==> config.mk <==
export PLATFORM = sky130hd
export DESIGN_NAME = ambtc_compress
export DESIGN_NICKNAME = d
export VERILOG_FILES = /design/src/rtl/ambtc_compress.sv
export SDC_FILE = /design/constraint.sdc
export NUM_CORES = 1
export LEC_CHECK = 0
export ABC_AREA = 0
export CAP_MARGIN = 0
export CORE_MARGIN = 1.5
export CORE_UTILIZATION = 68
export CTS_BUF_LIST = sky130_fd_sc_hd__clkbuf_4
export DETAILED_ROUTE_END_ITERATION = 12
export PLACE_DENSITY = 0.86
export SYNTH_ARGS = -nofsm -noshare
export SYNTH_HDL_FRONTEND = slang
export SYNTH_SLANG_ARGS = --single-unit
export TNS_END_PERCENT = 30
==> constraint.sdc <==
create_clock -name clk -period 39.3 [get_ports clk]
set_clock_uncertainty 0.05 [all_clocks]
set_input_delay 7.86 -clock clk [delete_from_list [all_inputs] [get_ports clk]]
set_output_delay 7.86 -clock clk [all_outputs]
set_load 0.1 [all_outputs]
==> src/rtl/ambtc_compress.sv <==
// AMBTC compressor: rewrites a 64x64 grayscale image in place, one 4x4 block at a time.
// Define AMBTC_ROUND_EN to round the block mean half up instead of truncating it.
module ambtc_compress #(
    parameter int IMG_LOG2 = 6,
    parameter int BLK_LOG2 = 2
) (
    input  logic                clk,
    input  logic                rst,
    input  logic                start,
    input  logic [23:0]         in_pix,
    output logic [IMG_LOG2-1:0] row,
    output logic [IMG_LOG2-1:0] col,
    output logic                out_we,
    output logic [23:0]         out_pix,
    output logic                compress_done
);
    localparam int NB_LOG2 = IMG_LOG2 - BLK_LOG2;
    localparam int BI_W    = 2 * NB_LOG2;
    localparam int PI_W    = 2 * BLK_LOG2;
    localparam int CNT_W   = PI_W + 1;
    localparam int SUM_W   = 8 + PI_W;
    localparam int NPIX    = 1 << PI_W;
    localparam logic [CNT_W-1:0] CNT_LAST  = CNT_W'(NPIX);
    localparam logic [CNT_W-1:0] CNT_WLAST = CNT_W'(NPIX - 1);

    typedef enum logic [2:0] {
        S_IDLE  = 3'd0,
        S_SUM   = 3'd1,
        S_DEV   = 3'd2,
        S_CALC  = 3'd3,
        S_WRITE = 3'd4,
        S_DONE  = 3'd5
    } state_t;

    state_t              state_q, state_d;
    logic [CNT_W-1:0]    cnt_q, cnt_d;
    logic [BI_W-1:0]     blk_q, blk_d;
    logic [SUM_W-1:0]    sum_q, sum_d;
    logic [SUM_W-1:0]    sum_abs_q, sum_abs_d;
    logic [7:0]          avg_q, avg_d;
    logic [CNT_W-1:0]    beta_q, beta_d;
    logic [NPIX-1:0]     bitmap_q, bitmap_d;
    logic [7:0]          hm_q, hm_d;
    logic [7:0]          lm_q, lm_d;
    logic [IMG_LOG2-1:0] row_q, row_d;
    logic [IMG_LOG2-1:0] col_q, col_d;
    logic                we_q, we_d;
    logic [23:0]         pix_q, pix_d;
    logic                done_q, done_d;

    logic [7:0]          g_s;
    logic                ge_s;
    logic [SUM_W-1:0]    sum_acc_s;
    logic [SUM_W-1:0]    abs_acc_s;
    logic [SUM_W:0]      avg_wide_s;
    logic [PI_W-1:0]     next_idx_s;
    logic [PI_W-1:0]     dev_idx_s;
    logic [PI_W+1:0]     den_hi_s;
    logic [PI_W+1:0]     den_lo_s;
    logic [SUM_W-1:0]    q_hi_s;
    logic [SUM_W-1:0]    q_lo_s;
    logic [SUM_W:0]      hm_sum_s;
    logic [7:0]          hm_calc_s;
    logic [7:0]          lm_calc_s;
    logic                unused_bits_s;

    // Image (row, col) of pixel pix inside block blk, both in row-major order.
    function automatic logic [2*IMG_LOG2-1:0] blk_addr(input logic [BI_W-1:0] blk,
                                                       input logic [PI_W-1:0] pix);
        return {blk[BI_W-1:NB_LOG2], pix[PI_W-1:BLK_LOG2],
                blk[NB_LOG2-1:0],    pix[BLK_LOG2-1:0]};
    endfunction

    function automatic logic [7:0] abs_diff(input logic [7:0] a, input logic [7:0] b);
        return (a >= b) ? (a - b) : (b - a);
    endfunction

    assign unused_bits_s = ^{in_pix[23:16], in_pix[7:0], avg_wide_s[SUM_W], avg_wide_s[PI_W-1:0]};

    // Block reconstruction levels; a zero-sized side keeps the mean.
    always_comb begin
        den_hi_s = {beta_q, 1'b0};
        den_lo_s = {CNT_LAST - beta_q, 1'b0};
        if (beta_q != '0) begin
            q_hi_s = sum_abs_q / SUM_W'(den_hi_s);
        end else begin
            q_hi_s = '0;
        end
        if (beta_q != CNT_LAST) begin
            q_lo_s = sum_abs_q / SUM_W'(den_lo_s);
        end else begin
            q_lo_s = '0;
        end
        hm_sum_s = (SUM_W+1)'(avg_q) + {1'b0, q_hi_s};
        if (hm_sum_s > (SUM_W+1)'(255)) begin
            hm_calc_s = 8'hFF;
        end else begin
            hm_calc_s = hm_sum_s[7:0];
        end
        if (q_lo_s > SUM_W'(avg_q)) begin
            lm_calc_s = 8'h00;
        end else begin
            lm_calc_s = avg_q - q_lo_s[7:0];
        end
    end

    // Pixel datapath: running sums, mean and per-pixel high/low decision.
    always_comb begin
        g_s        = in_pix[15:8];
        ge_s       = (g_s >= avg_q);
        sum_acc_s  = sum_q + SUM_W'(g_s);
`ifdef AMBTC_ROUND_EN
        avg_wide_s = {1'b0, sum_acc_s} + (SUM_W+1)'(8);
`else
        avg_wide_s = {1'b0, sum_acc_s};
`endif
        abs_acc_s  = sum_abs_q + SUM_W'(abs_diff(g_s, avg_q));
        // After the drain cycle the next read must be pixel 0 again.
        if (cnt_q == CNT_LAST) begin
            next_idx_s = '0;
        end else begin
            next_idx_s = cnt_q[PI_W-1:0] + PI_W'(1);
        end
        dev_idx_s  = cnt_q[PI_W-1:0] - PI_W'(1);
    end

    // Sequencer next-state and registered-output computation.
    always_comb begin
        state_d   = state_q;
        cnt_d     = cnt_q;
        blk_d     = blk_q;
        sum_d     = sum_q;
        sum_abs_d = sum_abs_q;
        avg_d     = avg_q;
        beta_d    = beta_q;
        bitmap_d  = bitmap_q;
        hm_d      = hm_q;
        lm_d      = lm_q;
        row_d     = row_q;
        col_d     = col_q;
        we_d      = 1'b0;
        pix_d     = 24'h000000;
        done_d    = done_q;
        case (state_q)
            S_IDLE: begin
                if (start) begin
                    state_d        = S_SUM;
                    cnt_d          = '0;
                    blk_d          = '0;
                    sum_d          = '0;
                    {row_d, col_d} = blk_addr('0, '0);
                end else begin
                    state_d = S_IDLE;
                end
            end
            S_SUM: begin
                {row_d, col_d} = blk_addr(blk_q, next_idx_s);
                if (cnt_q != '0) begin
                    sum_d = sum_acc_s;
                end else begin
                    sum_d = sum_q;
                end
                if (cnt_q == CNT_LAST) begin
                    state_d   = S_DEV;
                    cnt_d     = '0;
                    avg_d     = avg_wide_s[PI_W+7:PI_W];
                    sum_abs_d = '0;
                    beta_d    = '0;
                    bitmap_d  = '0;
                end else begin
                    cnt_d = cnt_q + CNT_W'(1);
                end
            end
            S_DEV: begin
                {row_d, col_d} = blk_addr(blk_q, next_idx_s);
                if (cnt_q != '0) begin
                    sum_abs_d           = abs_acc_s;
                    beta_d              = beta_q + CNT_W'(ge_s);
                    bitmap_d[dev_idx_s] = ge_s;
                end else begin
                    sum_abs_d = sum_abs_q;
                end
                if (cnt_q == CNT_LAST) begin
                    state_d = S_CALC;
                    cnt_d   = '0;
                end else begin
                    cnt_d = cnt_q + CNT_W'(1);
                end
            end
            S_CALC: begin
                hm_d    = hm_calc_s;
                lm_d    = lm_calc_s;
                we_d    = 1'b1;
                pix_d   = {8'h00, (bitmap_q[0] ? hm_calc_s : lm_calc_s), 8'h00};
                state_d = S_WRITE;
                cnt_d   = '0;
            end
            S_WRITE: begin
                if (cnt_q == CNT_WLAST) begin
                    cnt_d = '0;
                    sum_d = '0;
                    if (blk_q == {BI_W{1'b1}}) begin
                        state_d = S_DONE;
                        done_d  = 1'b1;
                    end else begin
                        state_d        = S_SUM;
                        blk_d          = blk_q + BI_W'(1);
                        {row_d, col_d} = blk_addr(blk_q + BI_W'(1), '0);
                    end
                end else begin
                    we_d           = 1'b1;
                    {row_d, col_d} = blk_addr(blk_q, next_idx_s);
                    pix_d          = {8'h00, (bitmap_q[next_idx_s] ? hm_q : lm_q), 8'h00};
                    cnt_d          = cnt_q + CNT_W'(1);
                end
            end
            S_DONE: begin
                done_d = 1'b1;
            end
            default: begin
                state_d = S_IDLE;
            end
        endcase
    end

    // State and output registers.
    always_ff @(posedge clk or posedge rst) begin
        if (rst) begin
            state_q   <= S_IDLE;
            cnt_q     <= '0;
            blk_q     <= '0;
            sum_q     <= '0;
            sum_abs_q <= '0;
            avg_q     <= 8'h00;
            beta_q    <= '0;
            bitmap_q  <= '0;
            hm_q      <= 8'h00;
            lm_q      <= 8'h00;
            row_q     <= '0;
            col_q     <= '0;
            we_q      <= 1'b0;
            pix_q     <= 24'h000000;
            done_q    <= 1'b0;
        end else begin
            state_q   <= state_d;
            cnt_q     <= cnt_d;
            blk_q     <= blk_d;
            sum_q     <= sum_d;
            sum_abs_q <= sum_abs_d;
            avg_q     <= avg_d;
            beta_q    <= beta_d;
            bitmap_q  <= bitmap_d;
            hm_q      <= hm_d;
            lm_q      <= lm_d;
            row_q     <= row_d;
            col_q     <= col_d;
            we_q      <= we_d;
            pix_q     <= pix_d;
            done_q    <= done_d;
        end
    end

    assign row           = row_q;
    assign col           = col_q;
    assign out_we        = we_q;
    assign out_pix       = pix_q;
    assign compress_done = done_q;

endmodule

==> metrics.txt, run 1 <==
final global-route overflow total 0; worst path bufs/invs 5; final critical-path required period between 20 and 25 ns; Post-CTS Repair Setup Buffers 0; Antenna Cells 0; run status completed; combined global-route utilization of all metal layers between 30 and 40%; top post-synthesis cells by area dfrtp_1, ha_1, o21ai_0, nor2_1, a21oi_1; Top delay family on crit path compound AO/OA/AOI/OAI gates; Clock Tree Buf Depth 2; most common cell type on the critical path ha_1; critical setup path kind reg -> reg; # nets final ~1600; number of storage elements in the synthesis netlist about 110; maximum frequency from static timing analysis ~0.045 GHz; sink count of the clock tree ~110; data required time of the worst path about 40 ns; sum of net half-perimeters after detailed placement 22300 um; Commonest cells post-synth ha_1, o21ai_0, nor2_1; area of the die about 19000 um2; Worst setup SP type register; library cell with the highest instance count after synthesis ha_1; I/O pin count 65; aggregate routed wire length 28700 um; count of final max-slew check failures 0; total number of yosys warnings 0; fraction of registers with async set or reset after synthesis between 90% and 100%; max_slew headroom 19.8%; register area share after synthesis 22.2%; post-synth cell types around 110; hold violation total from the final report 0; clock latency on the worst-skew pair ~0.50 ns; Residual DRC 0; cts repair resizes 0; post-synthesis area per instance between 8 and 9 um2; arrival time reported for the critical path endpoint approximately 23 ns; fin crit share roughly 56%; synthesized area between 10000 and 15000 um2; remaining number of nets flagged by the antenna check after routing 0; most instantiated flip-flop cell in the synthesis netlist dfrtp_1; Initial DRT Pass Iterations 6; maximum number of pins on one net before global-route repair 59; CP max-delay cell or4_4; cell type with the largest total area after synthesis dfrtp_1; Port Buffers 32; number of H-tree levels 3; DRC violation total after the first TritonRoute iteration between 900 and 1000; count of standard-cell rows 48; share of post-route cells with drive strength above 1 ~7.6%; path type of the worst min-delay path reg -> reg; Initial Utilization between 60 and 70%; floorplan die height 136 um; CTS tree yes; root buffer cell clkbuf_4; TritonCTS buffer count 9; share of the synthesized area in the top cell type 22.2%; WL/cell between 15 and 20 um; DR vias/cell ~6.5; clk slew on worst S/H paths ~0.17 ns; number of filler instances in the final layout about 1400; critical path's largest stage delay around 0.55 ns; number of maximum-capacitance violations 0; antenna violations before repair 0; detailed-route via count 10800; Gate Count Post-Synth between 1000 and 1500; area occupied by multi-input gates a little under 9000 um2; smallest hold slack ~0.45 ns; EDFF count, synth 0; Core ar. ~17000 um2; number of global-route vias before repair 10100; cts-stage hold buffer count 0; category of the worst setup path capture point register; chip width 136 um; sequential cell area between 2000 and 3000 um2; placer congestion estimate just over 0.9; area delta synth->final 4.22%; wire length of the first global-routing pass between 40000 and 50000 um; maximum fanout count along the critical path 14; setup-violating endpoint count in the final report 0; RSZ-0062 raised after global routing no; final-layout setup total negative slack 0 ns; worst-margin pin slew around 1.2 ns
[layer usage]
metal	part of all wire, %	GRT usage, %
met1	45	43.1
met2	46	52.5
met3	5.7	5.22
met4	3.4	11.2
met5	0	0
[cell usage in the layout (no fill, tap or decap), types with 12 or more instances in the layout]
cell / synthesis / final
nand2b_1: 25 / 25
o21ai_0: 133 / 133
or2_2: 13 / 13
mux2_2: 27 / 27
ha_1: 156 / 156
nand3_1: 25 / 25
a21o_1: 35 / 35
nor3_1: 52 / 52
o22ai_1: 12 / 12
dfrtp_1: 107 / 107
or3_1: 13 / 13
a21oi_1: 88 / 88
inv_1: 78 / 77
conb_1: 1 / 16
mux2i_1: 25 / 25
o21a_1: 55 / 55
nor2b_1: 15 / 15
nor2_1: 120 / 120
xnor2_1: 42 / 42
nand2_1: 99 / 99
xor2_1: 20 / 20
a22o_1: 14 / 14
clkdlybuf4s50_1: 0 / 32
o21bai_1: 14 / 14
[stage by stage]
step / setup WS, ns / area (um2) / instances / util, %
3_5_place_dp: 17.47 / 12400 / 1650 / 71.8
3_3_place_gp: 17.92 / 12400 / 1650 / 71.8
2_1_floorplan: 20.11 / 12100 / 1456 / -
4_1_cts: 17.37 / 12500 / 1666 / 72.5
6_report: 17.14 / 12500 / 1666 / 72.5
5_1_grt: 15.43 / 12500 / 1666 / 72.5
[worst register-to-register path, delay by kind of cell, from the launching register on]
| family | cells | cell delay [ns] |
|---|---|---|
| mux | 4 | 1.36 |
| simple gates | 28 | 6.20 |
| flops | 1 | 0.53 |
| compound gates | 42 | 8.96 |
| buf+inv | 5 | 0.95 |
| fa+ha+maj | 13 | 3.99 |
[final cells by class]
cell class / instances / area share [%]
clock buffer: 9 / 0.539
clock inverter: 7 / 0.529
inverter: 78 / 2.35
multi-input combinational: 1199 / 69.9
sequential: 107 / 21.3
tap: 225 / 2.24
timing repair buffer: 41 / 3.09
[flip-flops by register name, summed over array words and instances (netlist names), 6 cells and up]
name	cells
avg_q	8
blk_q	8
out_pix	8
sum_q	12
row	6
lm_q	8
bitmap_q	16
sum_abs_q	12
hm_q	8
col	6
[cells by family (layout without fill, tap and decap cells)]
family / after synthesis / after routing / synth area share, %
fa+ha+maj: 163 / 163 / 17.3
flops: 107 / 107 / 22.2
xor+xnor: 62 / 62 / 4.51
buf+inv: 150 / 135 / 5.37
compound gates: 472 / 472 / 26.7
simple gates: 421 / 421 / 17.6
other cells: 1 / 16 / 0.0312
mux: 65 / 65 / 6.29
[final timing paths]
path | from | end | slack, ns | depth (start not counted)
worst min-delay path | row[1] | row[1] | 0.45 | 1
min in group asynchronous | rst | hm_q[6] | 7.72 | 2
worst max-delay path | beta_q[1] | out_pix[11] | 17.14 | 92
max in group asynchronous | rst | sum_abs_q[5] | 30.25 | 3
worst max register to register | beta_q[1] | out_pix[11] | 17.14 | 92
worst min register to register | row[1] | row[1] | 0.45 | 1
Power of run 1 is not shown: default switching activity piles up to over one toggle a cycle in this logic, so the estimate is an artifact.
==> inputs of run 2 (changes only) <==
--- a/config.mk
+++ b/config.mk
@@ -8,10 +8,10 @@
 export ABC_AREA = 0
 export CAP_MARGIN = 0
 export CORE_MARGIN = 1.5
-export CORE_UTILIZATION = 68
+export CORE_UTILIZATION = 64
 export CTS_BUF_LIST = sky130_fd_sc_hd__clkbuf_4
 export DETAILED_ROUTE_END_ITERATION = 12
-export PLACE_DENSITY = 0.86
+export PLACE_DENSITY = 0.81
 export SYNTH_ARGS = -nofsm -noshare
 export SYNTH_HDL_FRONTEND = slang
 export SYNTH_SLANG_ARGS = --single-unit
==> constraint.sdc (replaced) <==
create_clock -name clk -period 22.7 [get_ports clk]
set_clock_uncertainty 0.05 [all_clocks]
set_input_delay 4.54 -clock clk [delete_from_list [all_inputs] [get_ports clk]]
set_output_delay 4.54 -clock clk [all_outputs]
set_load 0.1 [all_outputs]
==> run 2 against run 1 <==
Register-to-register slack lost 16 ns. Global-route usage shrank 2.9 points. Die area grew 6.1%. Final area grew 0.55%. Fmax grew 4.7%. Cell count grew 0.66%. First-iteration DRC count shrank 18%. Sequential share of layout area shrank 0.11 points. Count of clock-buffer cells in the layout is the same. Worst hold slack gained 0.0061 ns. Critical path depth grew 3. Non-clock buffer count grew 6.
==> metrics.txt, run 2 (synthesis results as in run 1) <==
Initial DRT Pass Iterations 5 (-1); wire length of the first global-routing pass 47600 um (-1.6%); most used cells in the layout excluding fill and tap cells ha_1, o21ai_0, nor2_1; clock latency on the worst-skew pair 0.49 ns (about the same); sink count of the clock tree 107 (unchanged); smallest hold slack 0.452 ns (+0.00609 ns); CP max-delay cell dfrtp_2; critical path's largest stage delay 0.53 ns (-0.02 ns); post-placement setup slack 0.844 ns (-16.62 ns); CTS tree yes; max_slew headroom 23.5% (+3.8 points); register ranked first by flip-flop count bitmap_q; root buffer cell clkbuf_4; endpoint of the lowest-slack register-to-register path out_pix[15]; count of final max-slew check failures 0 (unchanged); Hold Path Depth 2 (+1); Worst Reg-to-Reg Cells 95 (+3.3%); DR vias/cell 6.35 (-1.9%); Clock Tree Buf Depth 2 (unchanged); final global-route overflow total 0 (unchanged); I/O pin count 65 (unchanged); PnR worst setup slack 1.53 ns (-15.61 ns); startpoint of the most critical hold path lm_q[5]; Worst setup SP type register; Residual DRC 0 (unchanged); maximum frequency from static timing analysis 0.0472 GHz (+4.7%); Layout Utilization 69.3% (-3.3 points); # nets final 1631 (+0.37%); data required time of the worst path 23.05 ns (-16.60 ns); arrival time reported for the critical path endpoint 21.53 ns (-0.98 ns); hold violation total from the final report 0 (unchanged); flip-flop count of the largest register, all copies and words added 16 (unchanged); maximum number of pins on one net before global-route repair 62 (+5.1%); remaining number of nets flagged by the antenna check after routing 0 (unchanged); path type of the worst min-delay path reg -> reg; antenna violations before repair 0 (unchanged); count of standard-cell rows 49 (+2.1%); Port Buffers 32 (unchanged); critical setup path kind reg -> reg; placer congestion estimate 0.884 (-3.1%); startpoint of the most critical register-to-register path beta_q[1]; sum of net half-perimeters after detailed placement 21900 um (-1.9%); area of the die 19600 um2 (+6.1%); setup-violating endpoint count in the final report 0 (unchanged); worst-margin pin slew 1.15 ns (-0.0570 ns); Core ar. 18200 um2 (+5.3%); floorplan die height 140 um (+3.0%); most common library cell in the layout ignoring fill and taps ha_1; maximum fanout count along the critical path 13 (-1); DRC violation total after the first TritonRoute iteration 743 (-18%); chip width 140 um (+3.0%); share of post-route cells with drive strength above 1 8.64% (+1.0 points); fin crit share 93.3% (+37 points); number of H-tree levels 3 (unchanged); clk slew on worst S/H paths 0.17 ns (about the same); WL/cell 16.8 um (-2.3%); number of global-route vias before repair 9902 (-2.1%); run status completed; Initial Utilization 66.1% (-3.5 points); aggregate routed wire length 28200 um (-1.7%); number of instances in the placed design 1655 (+0.30%); worst min-delay path endpoint lm_q[5]; Largest regs bitmap_q: 16 flops, sum_abs_q: 12 flops, sum_q: 12 flops; number of maximum-capacitance violations 0 (unchanged); TritonCTS buffer count 9 (unchanged); category of the worst setup path capture point register; final critical-path required period 21.17 ns (-0.989 ns); combined global-route utilization of all metal layers 29.3% (-2.9 points); most common cell type on the critical path ha_1; flop-to-flop setup slack 1.53 ns (-15.61 ns); Layout Cells excl Fill 1677 (+0.66%); area delta synth->final 4.79%; detailed-route via count 10600 (-1.3%)
[run 2: final cells by class]
type,instances,area [um2]
multi-input combinational,1199,8790
antenna,1,2.50
timing repair buffer,47,433
sequential,107,2680
clock inverter,7,60.1
fill,1547,5590
inverter,78,299
clock buffer,9,67.6
tap,229,287
[run 2: worst max path at each step]
stage	slack, ns	from	endpoint	cells past startpoint
5_1_grt	-0.005	beta_q[1]	out_pix[15]	95
4_1_cts	0.74	beta_q[1]	out_pix[14]	92
3_3_place_gp	1.26	beta_q[1]	out_pix[15]	93
6_report	1.53	beta_q[1]	out_pix[15]	95
2_1_floorplan	3.51	beta_q[0]	out_pix[15]	94
3_5_place_dp	0.84	beta_q[1]	out_pix[14]	92
[run 2: metal layers]
layer  vias up  part of all wire, %  global-route usage (%)
met5         -                    0                       0
met4         0                  2.5                    8.81
met3        58                  4.7                    3.11
met2       291                   45                    47.2
met1      5037                   48                    41.5
li1       5255                    -                       -
[run 2: what timing repair did]
item / in CTS / in global routing
hold buffers: 0 / 0
setup endpoints to repair: 0 / 16
resized for setup: 0 / 8
buffers inserted: 0 / 5
[run 2: worst max-delay path: cells and delay by family (launching register included)]
kind,cells,cell delay [ns]
buffers and inverters,6,0.77
and+or+nand+nor,27,5.36
DFF,1,0.53
muxes,5,1.70
AOI/OAI and AO/OA,43,8.60
adders and majority gates,13,3.90
xor gates and xnor gates,1,0.15
[run 2: stage by stage]
stage           TNS, ns  instance area, um2
2_1_floorplan         0               12100
3_3_place_gp          0               12400
3_5_place_dp          0               12400
4_1_cts               0               12600
5_1_grt        -0.00456               12600
6_report              0               12600
Power of run 2 is left out for the same reason.
